--- src/rtl/pipes_pkg.sv ---
// Types shared by the fetch pipeline: controller state encoding and the
// decode-facing buffer entry.
package pipes;

  typedef enum logic [2:0] {
    IDLE      = 3'd0,
    REQ       = 3'd1,
    WAIT      = 3'd2,
    DROP_REQ  = 3'd3,
    DROP_WAIT = 3'd4,
    EXC       = 3'd5
  } fetch_state_t;

  typedef struct packed {
    logic [63:0] pc;
    logic [31:0] instr;
    logic        exc;
  } fetch_entry_t;

  // Instructions are 32-bit; any nonzero low address bit is a misaligned fetch.
  function automatic logic is_misaligned(input logic [1:0] addr_lo);
    return addr_lo != 2'b00;
  endfunction

endpackage

--- src/rtl/ifetch_ctrl.sv ---
// Instruction-fetch controller: one outstanding bus read per PC value, returned to
// decode through a one-entry buffer; responses belonging to a redirected stream are dropped.
module ifetch_ctrl
  import pipes::*;
(
  input  logic        clk,
  input  logic        reset,
  input  logic [63:0] pc,
  output logic        stallpc,
  input  logic        flush,
  output logic        ireq_valid,
  output logic [63:0] ireq_addr,
  input  logic        ireq_ready,
  input  logic        iresp_valid,
  input  logic [31:0] iresp_data,
  output logic        out_valid,
  output logic [63:0] out_pc,
  output logic [31:0] out_instr,
  output logic        out_exc,
  input  logic        out_ready
);

  fetch_state_t state_r;
  logic [63:0]  req_addr_r;
  fetch_entry_t entry_r;
  logic         out_valid_r;

  logic issue_s;
  logic capture_s;
  logic exc_load_s;

  // The buffer is free this cycle if empty or being drained by decode.
  assign issue_s    = !out_valid_r || out_ready;
  assign capture_s  = (state_r == WAIT) && iresp_valid && !flush;
  assign exc_load_s = (state_r == IDLE) && issue_s && !flush && is_misaligned(pc[1:0]);

  // FSM, latched request address and decode buffer
  always_ff @(posedge clk) begin
    if (reset) begin
      state_r     <= IDLE;
      req_addr_r  <= 64'h0;
      out_valid_r <= 1'b0;
      entry_r     <= '0;
    end else begin
      case (state_r)
        IDLE: begin
          if (flush) begin
            state_r <= IDLE;
          end else if (issue_s && is_misaligned(pc[1:0])) begin
            state_r <= EXC;
          end else if (issue_s) begin
            req_addr_r <= pc;
            state_r    <= REQ;
          end else begin
            state_r <= IDLE;
          end
        end
        // An address phase already raised must complete even after a redirect.
        REQ: begin
          if (ireq_ready) begin
            state_r <= flush ? DROP_WAIT : WAIT;
          end else if (flush) begin
            state_r <= DROP_REQ;
          end else begin
            state_r <= REQ;
          end
        end
        WAIT: begin
          if (iresp_valid) begin
            state_r <= IDLE;
          end else if (flush) begin
            state_r <= DROP_WAIT;
          end else begin
            state_r <= WAIT;
          end
        end
        DROP_REQ: begin
          state_r <= ireq_ready ? DROP_WAIT : DROP_REQ;
        end
        DROP_WAIT: begin
          state_r <= iresp_valid ? IDLE : DROP_WAIT;
        end
        EXC: begin
          state_r <= flush ? IDLE : EXC;
        end
        default: begin
          state_r <= IDLE;
        end
      endcase

      // Flush beats both a capture and the decode handshake.
      if (flush) begin
        out_valid_r <= 1'b0;
      end else if (capture_s) begin
        out_valid_r   <= 1'b1;
        entry_r.pc    <= req_addr_r;
        entry_r.instr <= iresp_data;
        entry_r.exc   <= 1'b0;
      end else if (exc_load_s) begin
        out_valid_r   <= 1'b1;
        entry_r.pc    <= pc;
        entry_r.instr <= 32'h0;
        entry_r.exc   <= 1'b1;
      end else if (out_valid_r && out_ready) begin
        out_valid_r <= 1'b0;
      end else begin
        out_valid_r <= out_valid_r;
      end
    end
  end

  // The PC may only advance once its instruction is captured, or on a redirect.
  assign stallpc    = reset || !(flush || capture_s);

  assign ireq_valid = (state_r == REQ) || (state_r == DROP_REQ);
  assign ireq_addr  = req_addr_r;

  assign out_valid  = out_valid_r;
  assign out_pc     = entry_r.pc;
  assign out_instr  = entry_r.instr;
  assign out_exc    = entry_r.exc;

endmodule

--- config.mk ---
export PLATFORM = sky130hd
export DESIGN_NAME = ifetch_ctrl
export DESIGN_NICKNAME = d
export VERILOG_FILES = /design/src/rtl/pipes_pkg.sv /design/src/rtl/ifetch_ctrl.sv
export SDC_FILE = /design/constraint.sdc
export NUM_CORES = 1
export LEC_CHECK = 0
export ABC_AREA = 1
export BUFFER_PORTS_ARGS = -buffer_cell sky130_fd_sc_hd__buf_2
export CAP_MARGIN = 20
export CORE_MARGIN = 8
export CORE_UTILIZATION = 25
export DETAILED_ROUTE_END_ITERATION = 10
export GPL_TIMING_DRIVEN = 1
export PLACE_DENSITY = 0.54
export SYNTH_ARGS = -nofsm -noshare
export SYNTH_HDL_FRONTEND = slang
export SYNTH_SLANG_ARGS = --single-unit
export TNS_END_PERCENT = 50
--- constraint.sdc ---
create_clock -name clk -period 1.75 [get_ports clk]
set_input_delay 0.175 -clock clk [delete_from_list [all_inputs] [get_ports clk]]
set_output_delay 0.175 -clock clk [all_outputs]
set_load 0.01 [all_outputs]
; Word-level counts from Yosys, hierarchy flattened
; Index checks and enable logic that the tools add are counted.
[totals]
ff_bits = 165
wordCells = 50
[op_classes]
reduce_logical = 21
bitwise = 2
n_eq_ne = 5
mux = 16
[ops]
columns = cell, count
row1 = $mux 97, 2
row2 = $mux 3, 8
row3 = $pmux 3 s6, 1
row4 = $logic_and 1x1->1, 7
row5 = $eq 3x2->1 const B, 2
row6 = $eq 3x3->1 const B, 2
row7 = $logic_or 1x1->1, 4
row8 = $mux 1, 4
row9 = $reduce_and 4->1, 1
row10 = $reduce_bool 2->1, 2
row11 = $eq 3x1->1 const B, 1
row12 = $logic_not 1->1, 3
row13 = $logic_not 3->1, 1
row14 = $reduce_bool 3->1, 1
row15 = $mux 2, 1
row16 = $not 1->1, 2
row17 = $reduce_and 2->1, 1
row18 = $reduce_or 2->1, 1

; Longest topological paths before layout
; Gate-level depths: netlist of run 1.
[depth]
depth_word = 7
ltp_mapped = 9
mapped_depth_nobuf = 8

; Worst setup path after synthesis of run 1
; Ideal clock, no wire load.
[synth_path]
path_type = register to register
from = reg state_r[0]
to = reg req_addr_r[16], in the netlist ireq_addr[16]
n_path_buf = 3
arrival_time_ps = 1212
setup_slack_ps = 419
synth_period_minus_slack_ps = 1331
path_stages_with_launch = 8
cell_sequence = dfxtp_1 > buf_2 > nor2_2 > nand3_1 > nor2_2 > buf_4 > buf_4 > a21oi_1
[synth_via]
elab_chain_cells = 2
[synth_rtl]
columns = element, line
row1 = start: declaration, ifetch_ctrl.sv:23  ; fetch_state_t state_r;
row2 = start signal: assignment, ifetch_ctrl.sv:61  ; state_r <= flush ? DROP_WAIT : WAIT;
row3 = start signal: assignment, ifetch_ctrl.sv:78  ; state_r <= ireq_ready ? DROP_WAIT : DROP_REQ;
row4 = start signal: assignment, ifetch_ctrl.sv:81  ; state_r <= iresp_valid ? IDLE : DROP_WAIT;
row5 = $logic_not 3->1, ifetch_ctrl.sv:45  ; case (state_r)
row6 = $reduce_and 4->1 (no line), -
row7 = end signal: assignment, ifetch_ctrl.sv:52  ; req_addr_r <= pc;
row8 = end: declaration, ifetch_ctrl.sv:24  ; logic [63:0] req_addr_r;
; No other way between the ends.
; A chain may end at the register's enable or synchronous reset.

; Worst setup path after layout of run 1
[layout_path]
from = reg state_r[2]
to = out stallpc
[layout_via]
elab_chain_cells = 6
[layout_rtl]
columns = element, line
row1 = $eq 3x2->1, ifetch_ctrl.sv:34  ; assign capture_s = (state_r == WAIT) && iresp_valid && !flush;
row2 = $logic_and 1x1->1 (2 in series), ifetch_ctrl.sv:34
row3 = $logic_or 1x1->1, ifetch_ctrl.sv:113  ; assign stallpc = reset || !(flush || capture_s);
row4 = $logic_not 1->1, ifetch_ctrl.sv:113
row5 = $logic_or 1x1->1, ifetch_ctrl.sv:113
row6 = end: declaration, ifetch_ctrl.sv:9  ; output logic stallpc,
; No other way between the ends.

==> impl_metrics.tcl, run 1 <==
set metrics [dict create \
    outcome "finished, final reports clean" \
    die_x_microns 184 \
    crit_chain "inv_1 -> nand2_1 -> nor2_4 -> nand2_1 -> nand2_1 -> nand2_1 -> buf_2" \
    n_fill_cell 2921 \
    num_rows 61 \
    cts_root_buffer "clkbuf_16" \
    io_pins 266 \
    worstPathArrival_ps 1400 \
    synth_top_area_frac 0.467 \
    die_height_microns 184 \
    grt_start_max_net_pins 102 \
    drv_slew 0 \
    hold_violations 0 \
    holdWs_ps 25.6 \
    slew_headroom 0.665 \
    start_kind "register" \
    cp_max_fo 5 \
    cts_buffer_depth 2 \
    p_per_area_nw_per_um2 971 \
    leakage_uw 0.00486 \
    antenna_found_initial 1 \
    critical_path_class "register to output port" \
    wl_microns 27000 \
    max-cap-violations 0 \
    cp_common_cell "nand2_1" \
    wire_per_inst_microns 16.1 \
    clk_pin_slew_ps 60 \
    syn_area_sq_um 7070 \
    core_sq_um 27800 \
    cts_tree "done" \
    worst_hold_path_type "input pin to register" \
    io_buffers 265 \
    post-dp-hpwl_microns 17200 \
    ys_types 22 \
    cp_slowest_cell "dfxtp_1" \
    critPathMaxStageDelay_ps 360 \
    initialDrtViolationCount 452 \
    viasPerCell 4.63 \
    worstMarginPinSlew_ps 503 \
    drc_errors 0 \
    cp.required_ps 1570 \
    vdd_ir_drop_max_mv 0.430 \
    yosys_warnings 0 \
    drtAntennaViolNets 0 \
    fmax_ghz 0.636 \
    fin_crit_ps 1570 \
    regArea_sq_um 3300 \
    endpoint_kind "output port" \
    layout_common_cells "buf_2, dfxtp_1, a21oi_1" \
    clock_sinks 165 \
    syn_area_per_cell_sq_um 7.24 \
    yosys.area.top_type "dfxtp_1" \
    synthesis.nets 1079 \
    layout-drive-gt1-share 0.256 \
    grt_usage 0.156 \
    globalplace.congestion 0.765 \
    ys_ff_latch 165 \
    synth_seq_area_share 0.467 \
    setup_viol 0 \
    multiInputGateArea_sq_um 2860 \
    mostFrequentLayoutCell "buf_2" \
    finalCritPeriodShare 0.899 \
    syn_inst 976 \
    grt_pass1_vias 7730 \
    dieArea_sq_um 33900 \
    utilization 0.377 \
    grt-ovfl-total 0 \
    drtPass1Iterations 5 \
    cts_buffers 17 \
    synth.area.top_cells "dfxtp_1, a21oi_1, nand3_1" \
    finClkSkew_ps 9.35 \
    fin_nets 1392 \
    rsz0062_at_grt "no" \
    syn_to_final_growth_pct 48.3 \
    clkLatencyLatePin_ps 430 \
    dr_total_vias 7783 \
    initial_utilization 0.254 \
    cts_max_level 4 \
    setup_tns_ps 0 \
    grt_pass1_wl_microns 42500 \
]
## worst paths after layout
check          startpoint            end  slack [ps]  cells after the start
max            state_r[2]        stallpc         180                      7
max reg2reg    state_r[1]   out_instr[0]         220                      8
min reg2reg  out_instr[7]   out_instr[7]         460                      2
min                pc[40]  ireq_addr[40]          30                      3
## metrics by stage
step                      setup slack [ps]  std cells  power, uW  instance area [sq um]
after floorplan                        419        976       5010                   7070
after global placement                 236       1559       5720                   8910
after detailed placement               218       1559       5730                   8910
after CTS                              156       1679      10400                  10500
after global routing                  52.0       1679      10700                  10500
final                                  177       1680      10200                  10500
## report_power, final
group | switching [uW] | leakage [uW] | internal [uW]
combinational | 956 | 0.00318 | 700
sequential | 151 | 0.00134 | 3990
clock | 1630 | 0.000333 | 2760
## area by class of cell
type                            instances  share of cell area
Multi-Input combinational cell        586               0.273
Timing Repair Buffer                  379               0.252
Sequential cell                       165               0.315
Tap cell                              378              0.0451
Clock inverter                         12              0.0215
Clock buffer                           19              0.0432
Inverter                              140              0.0501
Antenna cell                            1            0.000239
## worst max-delay path: cells and delay by family (launching register included)
kind	cells	cell delay [ps]
simple gates	5	360
flops	1	360
buf+inv	2	240
## sequential cells by signal, summed over array words and instances, names as in the netlist
register   cells
ireq_addr     64
out_valid      1
state_r        3
out_instr     32
out_pc        64
out_exc        1
## cells by family (layout without fill, tap and decap cells)
group / after synthesis / count (layout) / synth area share
compound gates: 219 / 219 / 0.156
buf+inv: 225 / 550 / 0.131
flops: 165 / 165 / 0.467
other cells: 0 / 1 / 0
simple gates: 366 / 366 / 0.244
fa+ha+maj: 1 / 1 / 0.00177
## synthesized netlist by cell type
library cell	instances
a21oi_1	155
a31oi_1	1
buf_1	1
buf_2	44
buf_4	7
clkbuf_1	32
clkbuf_2	1
dfxtp_1	165
ha_1	1
inv_1	137
inv_2	3
nand2_1	148
nand2_2	1
nand3_1	132
nand4_1	63
nand4_2	1
nor2_1	15
nor2_2	3
nor2_4	1
nor3_1	2
o211ai_1	1
o21ai_0	62
## routing by layer
metal  global-route usage  vias up  share of wire  wire, microns
met5                    0        -        0.00030              8
met4               0.0461        2          0.016            428
met3               0.0536       34          0.088           2380
met2                0.254      272           0.45          12300
met1                0.192     3619           0.44          11900
li1                     -     3856              -              -
## repair_timing
| item | 4_1_cts | 5_1_grt |
|---|---|---|
| endpoints found under the hold margin | 88 | 0 |
| resized for setup | 0 | 0 |
| buffers inserted | 1 | 0 |
| hold buffers | 88 | 0 |
| endpoints found under the setup margin | 1 | 0 |
Note: power is estimated with default switching activity, not from simulation.
==> run 2: changes to the inputs <==
--- a/config.mk
+++ b/config.mk
@@ -13,6 +13,8 @@
 export DETAILED_ROUTE_END_ITERATION = 10
 export GPL_TIMING_DRIVEN = 1
 export PLACE_DENSITY = 0.54
+export RECOVER_POWER = 50
+export SLEW_MARGIN = 0
 export SYNTH_ARGS = -nofsm -noshare
 export SYNTH_HDL_FRONTEND = slang
 export SYNTH_SLANG_ARGS = --single-unit
==> impl_metrics.tcl, run 2 (synthesis results as in run 1) <==
set metrics [dict create \
    layout-drive-gt1-share 0.131 \
    rsz0062_at_grt "no" \
    cts_max_level 4 \
    finalCritPeriodShare 0.898 \
    r2r_cells 8 \
    outcome "finished, final reports clean" \
    drc_errors 0 \
    viasPerCell 4.61 \
    wl_microns 27000 \
    setup_viol 0 \
    hold_depth 3 \
    die_height_microns 184 \
    critPathMaxStageDelay_ps 360 \
    start_kind "register" \
    final_cell_count_no_fill 1680 \
    initialDrtViolationCount 460 \
    cts_root_buffer "clkbuf_16" \
    layout_common_cells "dfxtp_1, clkbuf_1, a21oi_1" \
    max-cap-violations 0 \
    post-dp-hpwl_microns 17200 \
    globalplace.congestion 0.765 \
    core_sq_um 27800 \
    fin_nets 1392 \
    p_per_area_nw_per_um2 985 \
    syn_to_final_growth_pct 45.4 \
    fin_crit_ps 1570 \
    endpoint_kind "output port" \
    initial_utilization 0.254 \
    drtAntennaViolNets 0 \
    setup_tns_ps 0 \
    io_pins 266 \
    drv_slew 0 \
    leakage_uw 0.00418 \
    drtPass1Iterations 4 \
    dp.cells 1559 \
    clock_sinks 165 \
    grt_pass1_wl_microns 42500 \
    holdWs_ps 25.7 \
    die_x_microns 184 \
    worstMarginPinSlew_ps 495 \
    crit_chain "inv_1 -> nand2_1 -> nor2_4 -> nand2_1 -> nand2_1 -> nand2_1 -> buf_2" \
    grt_start_max_net_pins 102 \
    fmax_ghz 0.636 \
    cts_buffers 17 \
    dieArea_sq_um 33900 \
    grt_pass1_vias 7730 \
    cp_common_cell "nand2_1" \
    cts_buffer_depth 2 \
    cp_slowest_cell "dfxtp_1" \
    clk_pin_slew_ps 60 \
    wire_per_inst_microns 16.1 \
    cp_max_fo 5 \
    cts_tree "done" \
    dr_total_vias 7737 \
    critPathLaunch "state_r[2]" \
    num_rows 61 \
    critical_path_class "register to output port" \
    slew_headroom 0.670 \
    mostFrequentLayoutCell "dfxtp_1" \
    vdd_ir_drop_max_mv 0.429 \
    finClkSkew_ps 9.13 \
    n_fill_cell 3008 \
    grt-ovfl-total 0 \
    cp.required_ps 1570 \
    antenna_found_initial 1 \
    worstPathArrival_ps 1400 \
    clkLatencyLatePin_ps 430 \
    io_buffers 265 \
    grt_usage 0.156 \
    hold_start "pc[40]" \
    hold_violations 0 \
    r2r-start "state_r[1]" \
    worst_hold_path_type "input pin to register" \
]
[run 2: cell count changes in the layout (fill, tap and decap cells not counted), sizes merged]
cell,delta
clkbuf,+162
buf,-162
[run 2: what timing repair did]
action,CTS,global route
endpoints found under the setup margin,1,0
hold buffers,88,0
hold endpoints to repair,88,0
resized for setup,0,0
setup buffers,1,0
[run 2: final timing paths]
kind | end | slack [ps]
max | stallpc | 180
min reg2reg | out_instr[20] | 460
min | ireq_addr[40] | 30
max reg2reg | out_instr[0] | 230
[run 2: area by class of cell]
cell class	count	area, sq um	share of cell area
diodes	1	2.50	0.000243
clock buffers	19	453	0.0441
clock inverters	12	225	0.0219
inverters	140	526	0.0511
multi-input cells	586	2860	0.278
flip-flops and latches	165	3300	0.321
well taps	378	473	0.0460
repair buffers	379	2440	0.237
[run 2: worst max-delay path: cells and delay by family (launching register included)]
kind                   cells  cell delay [ps]
DFF                        1              360
and+or+nand+nor            5              360
buffers and inverters      2              240
[run 2: power breakdown]
part	total [uW]	switching (uW)	internal [uW]
combinational	1600	955	641
clock	4380	1630	2760
sequential	4140	158	3990
[run 2: per-stage QoR]
step / utilization / power [uW] / cell area [sq um] / setup WS (ps)
after CTS: 0.377 / 10400 / 10500 / 156
after global placement: 0.321 / 5720 / 8910 / 236
final: 0.370 / 10100 / 10300 / 178
after detailed placement: 0.321 / 5730 / 8910 / 218
after floorplan: - / 5010 / 7070 / 419
after global routing: 0.370 / 10600 / 10300 / 52.0
[run 2: routing by layer]
metal | global-route usage | vias to the layer above | wire length [microns]
met5 | 0 | - | 8
met4 | 0.0461 | 2 | 425
met3 | 0.0536 | 32 | 2260
met1 | 0.192 | 3577 | 12000
li1 | - | 3859 | -
met2 | 0.254 | 267 | 12300
==> run 3: changes to the inputs <==
--- a/config.mk
+++ b/config.mk
@@ -12,6 +12,7 @@
 export CORE_UTILIZATION = 25
 export DETAILED_ROUTE_END_ITERATION = 10
 export GPL_TIMING_DRIVEN = 1
+export MAX_ROUTING_LAYER = met4
 export PLACE_DENSITY = 0.54
 export RECOVER_POWER = 50
 export SLEW_MARGIN = 0
==> impl_metrics.tcl, run 3 (synthesis results as in run 1) <==
set metrics [dict create \
    layout_common_cells "dfxtp_1, clkbuf_1, a21oi_1" \
    design_area_sq_um 10300 \
    core_sq_um 27800 \
    antenna_found_initial 1 \
    setup_tns_ps 0 \
    hold_violations 0 \
    leakage_uw 0.00418 \
    fin_nets 1392 \
    crit_chain "inv_1 -> nand2_1 -> nor2_4 -> nand2_1 -> nand2_1 -> nand2_1 -> buf_2" \
    holdWs_ps 24.8 \
    clkLatencyLatePin_ps 420 \
    grt-ovfl-total 0 \
    clkPwrFrac 0.433 \
    wire_per_inst_microns 16.1 \
    drtAntennaViolNets 0 \
    cts_max_level 4 \
    outcome "finished, final reports clean" \
    viasPerCell 4.63 \
    r2r_setup_slack_ps 230 \
    ctsResizeCount 0 \
    layout-drive-gt1-share 0.131 \
    worstPathArrival_ps 1400 \
    mostFrequentLayoutCell "dfxtp_1" \
    final_cell_count_no_fill 1680 \
    vdd_ir_drop_max_mv 0.429 \
    setup_viol 0 \
    cp_max_fo 5 \
    cp.required_ps 1570 \
    cts_root_buffer "clkbuf_16" \
    n_fill_cell 3008 \
    clk_pin_slew_ps 60 \
    globalplace.congestion 0.775 \
    grt_pass1_wl_microns 42500 \
    io_buffers 265 \
    slew_headroom 0.667 \
    cp_slowest_cell "dfxtp_1" \
    max-cap-violations 0 \
    clock_sinks 165 \
    dp.cells 1559 \
    initial_utilization 0.254 \
    fin_crit_ps 1570 \
    start_kind "register" \
    io_pins 266 \
    cts_tree "done" \
    cts_buffer_depth 2 \
    finClkSkew_ps 7.41 \
    grt_pass1_vias 7741 \
    post-dp-hpwl_microns 17200 \
    endpoint_kind "output port" \
    worst_hold_path_type "input pin to register" \
    power_switching_uw 2730 \
    wl_microns 27000 \
    p_per_area_nw_per_um2 984 \
    grt_start_max_net_pins 102 \
    syn_to_final_growth_pct 45.4 \
    placed_area_sq_um 8910 \
    cts_buffers 17 \
    critical_path_class "register to output port" \
    fmax_ghz 0.636 \
    dieArea_sq_um 33900 \
    finalCritPeriodShare 0.898 \
    die_x_microns 184 \
    drc_errors 0 \
    worstMarginPinSlew_ps 499 \
    switching_share 0.270 \
    grt_usage 0.161 \
    drv_slew 0 \
    critPathMaxStageDelay_ps 360 \
    p_comb_frac 0.158 \
    die_height_microns 184 \
    drtPass1Iterations 4 \
    pwr-share-seq 0.410 \
    dr_total_vias 7779 \
    num_rows 61 \
    rsz0062_at_grt "no" \
    cellInternalPower_uw 7380 \
    cp_common_cell "nand2_1" \
    initialDrtViolationCount 436 \
]
run 3: path summary, 6_finish.rpt:
kind,depth (start not counted),startpoint,to
worst max-delay path,7,state_r[2],stallpc
worst min-delay path,3,pc[40],ireq_addr[40]
worst max register to register,8,state_r[1],out_instr[0]
worst min register to register,2,out_instr[20],out_instr[20]
run 3: power groups by stage:
stage	combinational [uW]	sequential (uW)	clock (uW)
2_1_floorplan	711	4300	0
3_3_place_gp	1500	4220	0
3_5_place_dp	1520	4220	0
4_1_cts	1680	4140	4540
5_1_grt	1770	4170	4670
6_report	1600	4140	4380
run 3: cell type report:
cell class,count,area (sq um),area share
Antenna cell,1,2.50,0.000243
Tap cell,378,473,0.0460
Inverter,140,526,0.0511
Timing Repair Buffer,379,2440,0.237
Multi-Input combinational cell,586,2860,0.278
Clock buffer,19,453,0.0441
Sequential cell,165,3300,0.321
Clock inverter,12,225,0.0219
run 3: timing repair:
item,CTS,global route
endpoints found under the setup margin,1,0
endpoints found under the hold margin,88,0
setup buffers,1,0
hold buffers,88,0
run 3: worst max-delay path, delay by kind of cell (launching register included):
| family | cells | cell delay (ps) |
|---|---|---|
| flip-flops | 1 | 360 |
| AND/OR/NAND/NOR | 5 | 360 |
| buffers and inverters | 2 | 240 |
run 3: per-stage QoR:
stage | total power [uW] | setup slack, ps | util
after global placement | 5720 | 236 | 0.321
after floorplan | 5010 | 419 | -
final | 10100 | 178 | 0.370
after CTS | 10400 | 156 | 0.377
after detailed placement | 5730 | 218 | 0.321
after global routing | 10600 | 51.9 | 0.370
run 3: per-layer routing:
layer  vias to the layer above  wire (microns)  global-route usage  share of wire
li1                       3857               -                   -              -
met2                       288           12300               0.254           0.46
met4                         0             431              0.0461          0.016
met5                         -               0                   -              0
met1                      3606           12100               0.197           0.45
met3                        28            2130              0.0467          0.079
